===== src/rtl/mux_rr_reg.sv =====
// N-channel valid/ready multiplexer with a registered output stage.
// Channel choice is either a static select or a round-robin scan that starts at ptr.
`timescale 1ns/1ps
module mux_rr_reg #(
   parameter int NCH   = 4,
   parameter int WIDTH = 8,
   parameter int SELW  = $clog2(NCH)
) (
   input  logic                 clk,
   input  logic                 rst_n,
   input  logic                 mode,
   input  logic [SELW-1:0]      sel,
   input  logic [NCH-1:0]       in_valid,
   input  logic [NCH*WIDTH-1:0] in_data,
   output logic [NCH-1:0]       in_ready,
   output logic                 out_valid,
   output logic [WIDTH-1:0]     out_data,
   output logic [SELW-1:0]      out_ch,
   input  logic                 out_ready
);

   // Handshake: a word moves on any side when valid and ready are both high
   // at a rising clk edge; valid never waits on ready, ready may depend on valid.

   logic             out_valid_q, out_valid_d;
   logic [WIDTH-1:0] out_data_q, out_data_d;
   logic [SELW-1:0]  out_ch_q, out_ch_d;
   logic [SELW-1:0]  ptr_q, ptr_d;

   logic             load_en;
   logic [NCH-1:0]   grant;
   logic [SELW-1:0]  grant_idx;
   logic             grant_any;
   logic             take;
   logic [WIDTH-1:0] grant_data;
   logic [SELW-1:0]  ptr_next;
   int               idx;

   assign load_en = !out_valid_q || out_ready;

   // Grant is one-hot or zero; the rotating scan picks the first requester at or after ptr.
   always_comb begin
      grant     = '0;
      grant_idx = '0;
      grant_any = 1'b0;
      idx       = 0;
      if (!mode) begin
         if (int'(sel) < NCH) begin
            if (in_valid[sel]) begin
               grant[sel] = 1'b1;
               grant_idx  = sel;
               grant_any  = 1'b1;
            end
         end
      end else begin
         for (int off = 0; off < NCH; off++) begin
            idx = (int'(ptr_q) + off) % NCH;
            if (!grant_any && in_valid[idx]) begin
               grant[idx] = 1'b1;
               grant_idx  = SELW'(idx);
               grant_any  = 1'b1;
            end
         end
      end
   end

   assign in_ready   = (rst_n && load_en) ? grant : '0;
   assign take       = |(in_valid & in_ready);
   assign grant_data = in_data[int'(grant_idx)*WIDTH +: WIDTH];
   assign ptr_next   = (int'(grant_idx) == NCH-1) ? '0 : grant_idx + 1'b1;

   always_comb begin
      out_valid_d = out_valid_q;
      out_data_d  = out_data_q;
      out_ch_d    = out_ch_q;
      ptr_d       = ptr_q;
      if (take) begin
         out_valid_d = 1'b1;
         out_data_d  = grant_data;
         out_ch_d    = grant_idx;
         if (mode) begin
            ptr_d = ptr_next;
         end
      end else if (out_valid_q && out_ready) begin
         out_valid_d = 1'b0;
      end
   end

   always_ff @(posedge clk or negedge rst_n) begin
      if (!rst_n) begin
         out_valid_q <= 1'b0;
         out_data_q  <= '0;
         out_ch_q    <= '0;
         ptr_q       <= '0;
      end else begin
         out_valid_q <= out_valid_d;
         out_data_q  <= out_data_d;
         out_ch_q    <= out_ch_d;
         ptr_q       <= ptr_d;
      end
   end

   assign out_valid = out_valid_q;
   assign out_data  = out_data_q;
   assign out_ch    = out_ch_q;

   // A stalled word must stay put, and at most one producer is accepted per cycle.
   a_ready_onehot: assert property (@(posedge clk) disable iff (!rst_n) $onehot0(in_ready));
   a_stall_hold: assert property (@(posedge clk) disable iff (!rst_n)
      (out_valid && !out_ready) |=> (out_valid && $stable(out_data) && $stable(out_ch)));

endmodule


===== config.mk =====
export PLATFORM = sky130hd
export DESIGN_NAME = mux_rr_reg
export DESIGN_NICKNAME = d
export VERILOG_FILES = /design/src/rtl/mux_rr_reg.sv
export SDC_FILE = /design/constraint.sdc
export NUM_CORES = 1
export LEC_CHECK = 0
export CAP_MARGIN = 20
export CORE_ASPECT_RATIO = 1.1
export CORE_UTILIZATION = 48
export DETAILED_ROUTE_END_ITERATION = 6
export GPL_TIMING_DRIVEN = 0
export MAX_ROUTING_LAYER = met4
export PLACE_DENSITY = 0.9
export SLEW_MARGIN = 40
export SYNTH_ARGS = -nofsm -noshare
export SYNTH_HDL_FRONTEND = slang
export SYNTH_SLANG_ARGS = --single-unit

===== constraint.sdc =====
create_clock -name clk -period 7.1 [get_ports clk]
set_input_delay 1.42 -clock clk [delete_from_list [all_inputs] [get_ports clk]]
set_output_delay 1.42 -clock clk [all_outputs]
set_load 0.05 [all_outputs]

Yosys cells after proc, flatten, opt, wreduce, memory -nomap -nowiden. Cells that the tools add are included. Widths: inputs -> output; s select.

Add/subtract/negate cells: 4. Multipliers: 0. Divide/modulo/power cells: 0. Magnitude comparators: 10. Eq/ne operators: 1. Shift-type cells: 1. Muxes and demuxes: 48. Bitwise gates (word level): 7. Reductions and logical operators: 21.

Operators with widths (count): $mux 4 (10); $shiftx 32x6->8 (1); $mux 1 (21); $mux 2 (7); $lt 3x4->1 const B (3); $or 4x4->4 (3); $bmux 1 s2 (5); $demux 1 s2 (5); $logic_and 1x1->1 (10); $ge 3x1->1 const B (3); $lt 2x3->1 const B (2); $reduce_or 2->1 (3); $add 2x1->2 const B (2); $add 2x2->2 const B (2); $and 4x4->4 (1); $ge 2x1->1 const B (2); $logic_not 1->1 (4); $reduce_or 4->1 (1); $and 1x1->1 const A (3); $eq 2x1->1 const B (1); $reduce_and 2->1 (1); $reduce_bool 2->1 (1); $logic_or 1x1->1 (1).

Bits in registers: 13. Bits in latches: 0. Memory bits (writable): 0. Bits in read-only memories: 0. Input port bits: 42. Output and inout bits: 15. Word-level logic and storage cells: 96. Memories: 0.

Longest topological paths before layout.
Word-level depth: 21. Mapped depth: 12. Depth with buffers taken out: 9.

Worst setup path after synthesis. OpenSTA, ideal clock, no wires.

Kind: input -> output. From: input port in_valid[0]. To: output port in_ready[0]. Arrival time: 3788 ps. Required time: 5680 ps. Slack: 1892 ps. Stages: 6. Buffers on the path: 1. Cells stage by stage: clkbuf_1 > or3b_1 > a2111o_1 > a21boi_0 > nor3_1 > nor3_1.

Word-level cells in the longest chain between the ends: 17. Elaborated cells on any way between the ends: 38. Those cells by class: mux: 29; bitwise: 3; reduce/logical: 6.

Ends and longest elaborated chain: start, declared (line 13) `input logic [NCH-1:0] in_valid,`; $bmux 1 s2 (line 58) `if (!grant_any && in_valid[idx]) begin`; $mux 1 (not written as such) (line 58); $mux 1 (line 58); $mux 1 (line 47) `if (!mode) begin`; $logic_not 1->1 (line 58); $logic_and 1x1->1 (line 58); $mux 1 (line 58); $mux 1 (line 47); $logic_not 1->1 (line 58); $logic_and 1x1->1 (line 58); $mux 1 (line 58); $mux 1 (line 47); $logic_not 1->1 (line 58); $logic_and 1x1->1 (line 58); $mux 4 (line 58); $mux 4 (*) (line 47); $mux 4 (*) (line 67) `assign in_ready = (rst_n && load_en) ? grant : '0;`; end, declared (line 15) `output logic [NCH-1:0] in_ready,`.

Mark *: on every way between the ends. The rest lies on a longest branch, timed or not. The select of a mux whose other input is x is not followed.

Final worst setup path. Ends and elaborated chain as after synthesis.

==> flow_summary.yaml <==
grt:
  grt_usage: 0.271
  grt_overflow_total: 0
  antenna_found_initial: 0
  grt_pass1_vias: 1323
  grt_pass1_wl_um: 6200
  grt_max_degree: 15
detailed_routing:
  totalWireLength_um: 4180
  route.detailed.drc: 0
  routedWlPerCell_um: 15.9
  wl_met1_um: 1710
  route.met3.wl_um: 198
  vias_per_cell: 5.78
  drtIter0Drc: 31
  final_antenna_net_count: 0
  routed-wl-met2_um: 2260
  firstDrtPassIters: 4
  top_layer: "met4"
  vias: 1519
clocking:
  cts.sink_count: 13
  post_cts_buffers: 0
  clock_latency_ns: 0.29
  clk_pin_slew_worst_paths_ns: 0.09
  cts_buffers: 3
  cts_tree: "done"
  clock_path_buffers: 2
  ctsResizeCount: 0
  htreeDepth: 1
  hold_buffers: 0
  cts_root_buffer: "clkbuf_4"
status:
  status: "completed"
floorplan:
  start_util: 0.521
  io_pins: 57
  core-area_mm2: 0.00285
  die_h_um: 60.4
  dieArea_mm2: 0.00333
  die_x_um: 55.1
  row_count: 20
worst_setup_path:
  worstRegToRegCells: 12
  cpMaxStageDelayCell: "clkdlybuf4s50_1"
  worstSetupEndpointType: "output pin"
  cp.required_ns: 5.68
  startpoint: "in_valid[0]"
  r2r_start: "ptr_q[0]"
  start_kind: "input port"
  worstReg2RegEnd: "out_data[5]"
  arrival_ns: 4.48
  crit_family: "buffers and inverters"
  rrSetupSlack_ns: 3.45
  worstSetupPathType: "input port to output pin"
  critPathMaxStageDelay_ns: 0.83
  crit_path_max_fanout: 10
  path_cells: "clkdlybuf4s50_1, clkbuf_1, or3b_1, a2111o_1, a21boi_0, nor3_1, nor3_1, clkdlybuf4s50_1"
  cp_num_buf_inv: 3
sta:
  finalSetupViolCount: 0
  rsz0062_at_grt: "false"
  finalCritPeriodShare: 0.831
  finalSetupTns_ns: 0
  fmax_mhz: 170
  slew_violations: 0
  relSlewSlack: 0.523
  min_period_ns: 5.90
  fin_skew_ns: 0.00714
  worst_pin_slew_ns: 0.713
  hold_viol: 0
logic_synthesis:
  ys_seq_area_frac: 0.219
  synth_area_mm2: 0.00149
  synth_edf_count: 0
  ys.warnings.count: 0
  syn_avg_cell_area_um2: 8.75
  async_flop_share: 1.00
  synth_flop_cell: "dfrtp_1"
  synth-seq-cells: 13
  synth_fp_nets: 219
  syn_inst: 170
  synth_cell_type_count: 43
power:
  switchingPower_mw: 0.382
  combPwrFrac: 0.754
  p_leak_nw: 0.888
  p_per_area_mw_per_mm2: 356
  p_seq_frac: 0.182
  ir_drop_mv: 0.284
  swShare: 0.507
  clkPwrFrac: 0.064
  p_int_mw: 0.371
layout:
  final_common_cell: "clkdlybuf4s50_1"
  areaGrowthSynthToFinish_pct: 42.3
  stdcell_count: 263
  final_cell_mix: "56 x clkdlybuf4s50_1, 20 x mux2i_1, 18 x nand2_1, 17 x o21ai_1, 13 x dfrtp_1"
  diodes: 0
  drive_gt1_frac: 0.135
  final_core_util: 0.742
  layout.nets: 280
worst_hold_path:
  min_from: "out_data[7]"
  min_to: "out_data[7]"
  hold_path.class: "flop to flop"
  hold_depth: 2
place:
  dp.cells: 259
  dpl.hpwl_um: 3230
  place.gp.congestion: 0.936
  numPortBuffers: 56
flow_run:
  maxCapViolCount: 0
-- worst min-delay path, stage by stage, from the launching register on --
cell,delay (ns)
dfrtp_1,0.35
nand2_1,0.05
o21ai_1,0.06
-- worst max path at each step --
stage	depth (start not counted)	end	slack, ns
2_1_floorplan	6	in_ready[0]	1.89
3_3_place_gp	8	in_ready[0]	1.31
3_5_place_dp	8	in_ready[0]	1.25
4_1_cts	8	in_ready[0]	1.23
5_1_grt	8	in_ready[0]	1.04
6_report	8	in_ready[0]	1.20
-- state kept, by name, indices dropped and copies added, names as in the netlist --
signal,count
ptr_q,2
out_valid,1
out_ch,2
out_data,8
-- synthesized netlist by cell type, drive strengths merged (4+ instances only) --
cell    number  area share
mux2        12       0.096
mux2i       20        0.13
buf          5       0.027
dfrtp       13        0.22
inv         10       0.025
a21oi        8       0.029
nand2b       4       0.022
o21ai       21       0.071
nor3         4       0.013
nand2       18       0.045
ha           7       0.059
nor2         5       0.013
clkbuf       6       0.015
-- stage by stage --
stage	power, mW	cell area, um^2	setup WS [ns]	hold WS, ns
3_3_place_gp	0.690	2090	1.31	0.467
2_1_floorplan	0.547	1490	1.89	0.746
4_1_cts	0.751	2120	1.23	0.500
3_5_place_dp	0.702	2090	1.25	0.481
5_1_grt	0.800	2120	1.04	0.523
6_report	0.753	2120	1.20	0.494
-- final cells by class --
class	count	area, um^2
inverters	10	37.5
clock inverters	1	5.00
flip-flops and latches	13	325
clock buffers	3	22.5
plain buffers	11	62.6
multi-input cells	136	1060
fillers	221	736
repair buffers	56	561
well taps	33	41.3
-- per-layer routing --
layer  vias up  global-route usage
li1        740                   -
met1       733               0.352
met2        44               0.442
met3         2              0.0476
met4         0              0.0429
met5         -                   -
-- logic make-up (layout without fill, tap and decap cells) --
logic type      count (synthesis)  in the layout  synth area share
simple gates                   43             43             0.156
mux                            35             35             0.276
flops                          13             13             0.219
fa+ha+maj                       7              7            0.0589
xor+xnor                        1              1           0.00589
buf+inv                        21             81            0.0673
compound gates                 50             50             0.217
-- power groups by stage --
stage	sequential [mW]	clock, mW	combinational (mW)
after floorplan	0.236	0	0.311
after global placement	0.136	0	0.554
after detailed placement	0.138	0	0.564
after CTS	0.137	0.0479	0.566
after global routing	0.142	0.0518	0.606
final	0.137	0.0482	0.568
No activity file was read; power rests on OpenSTA's default activity.
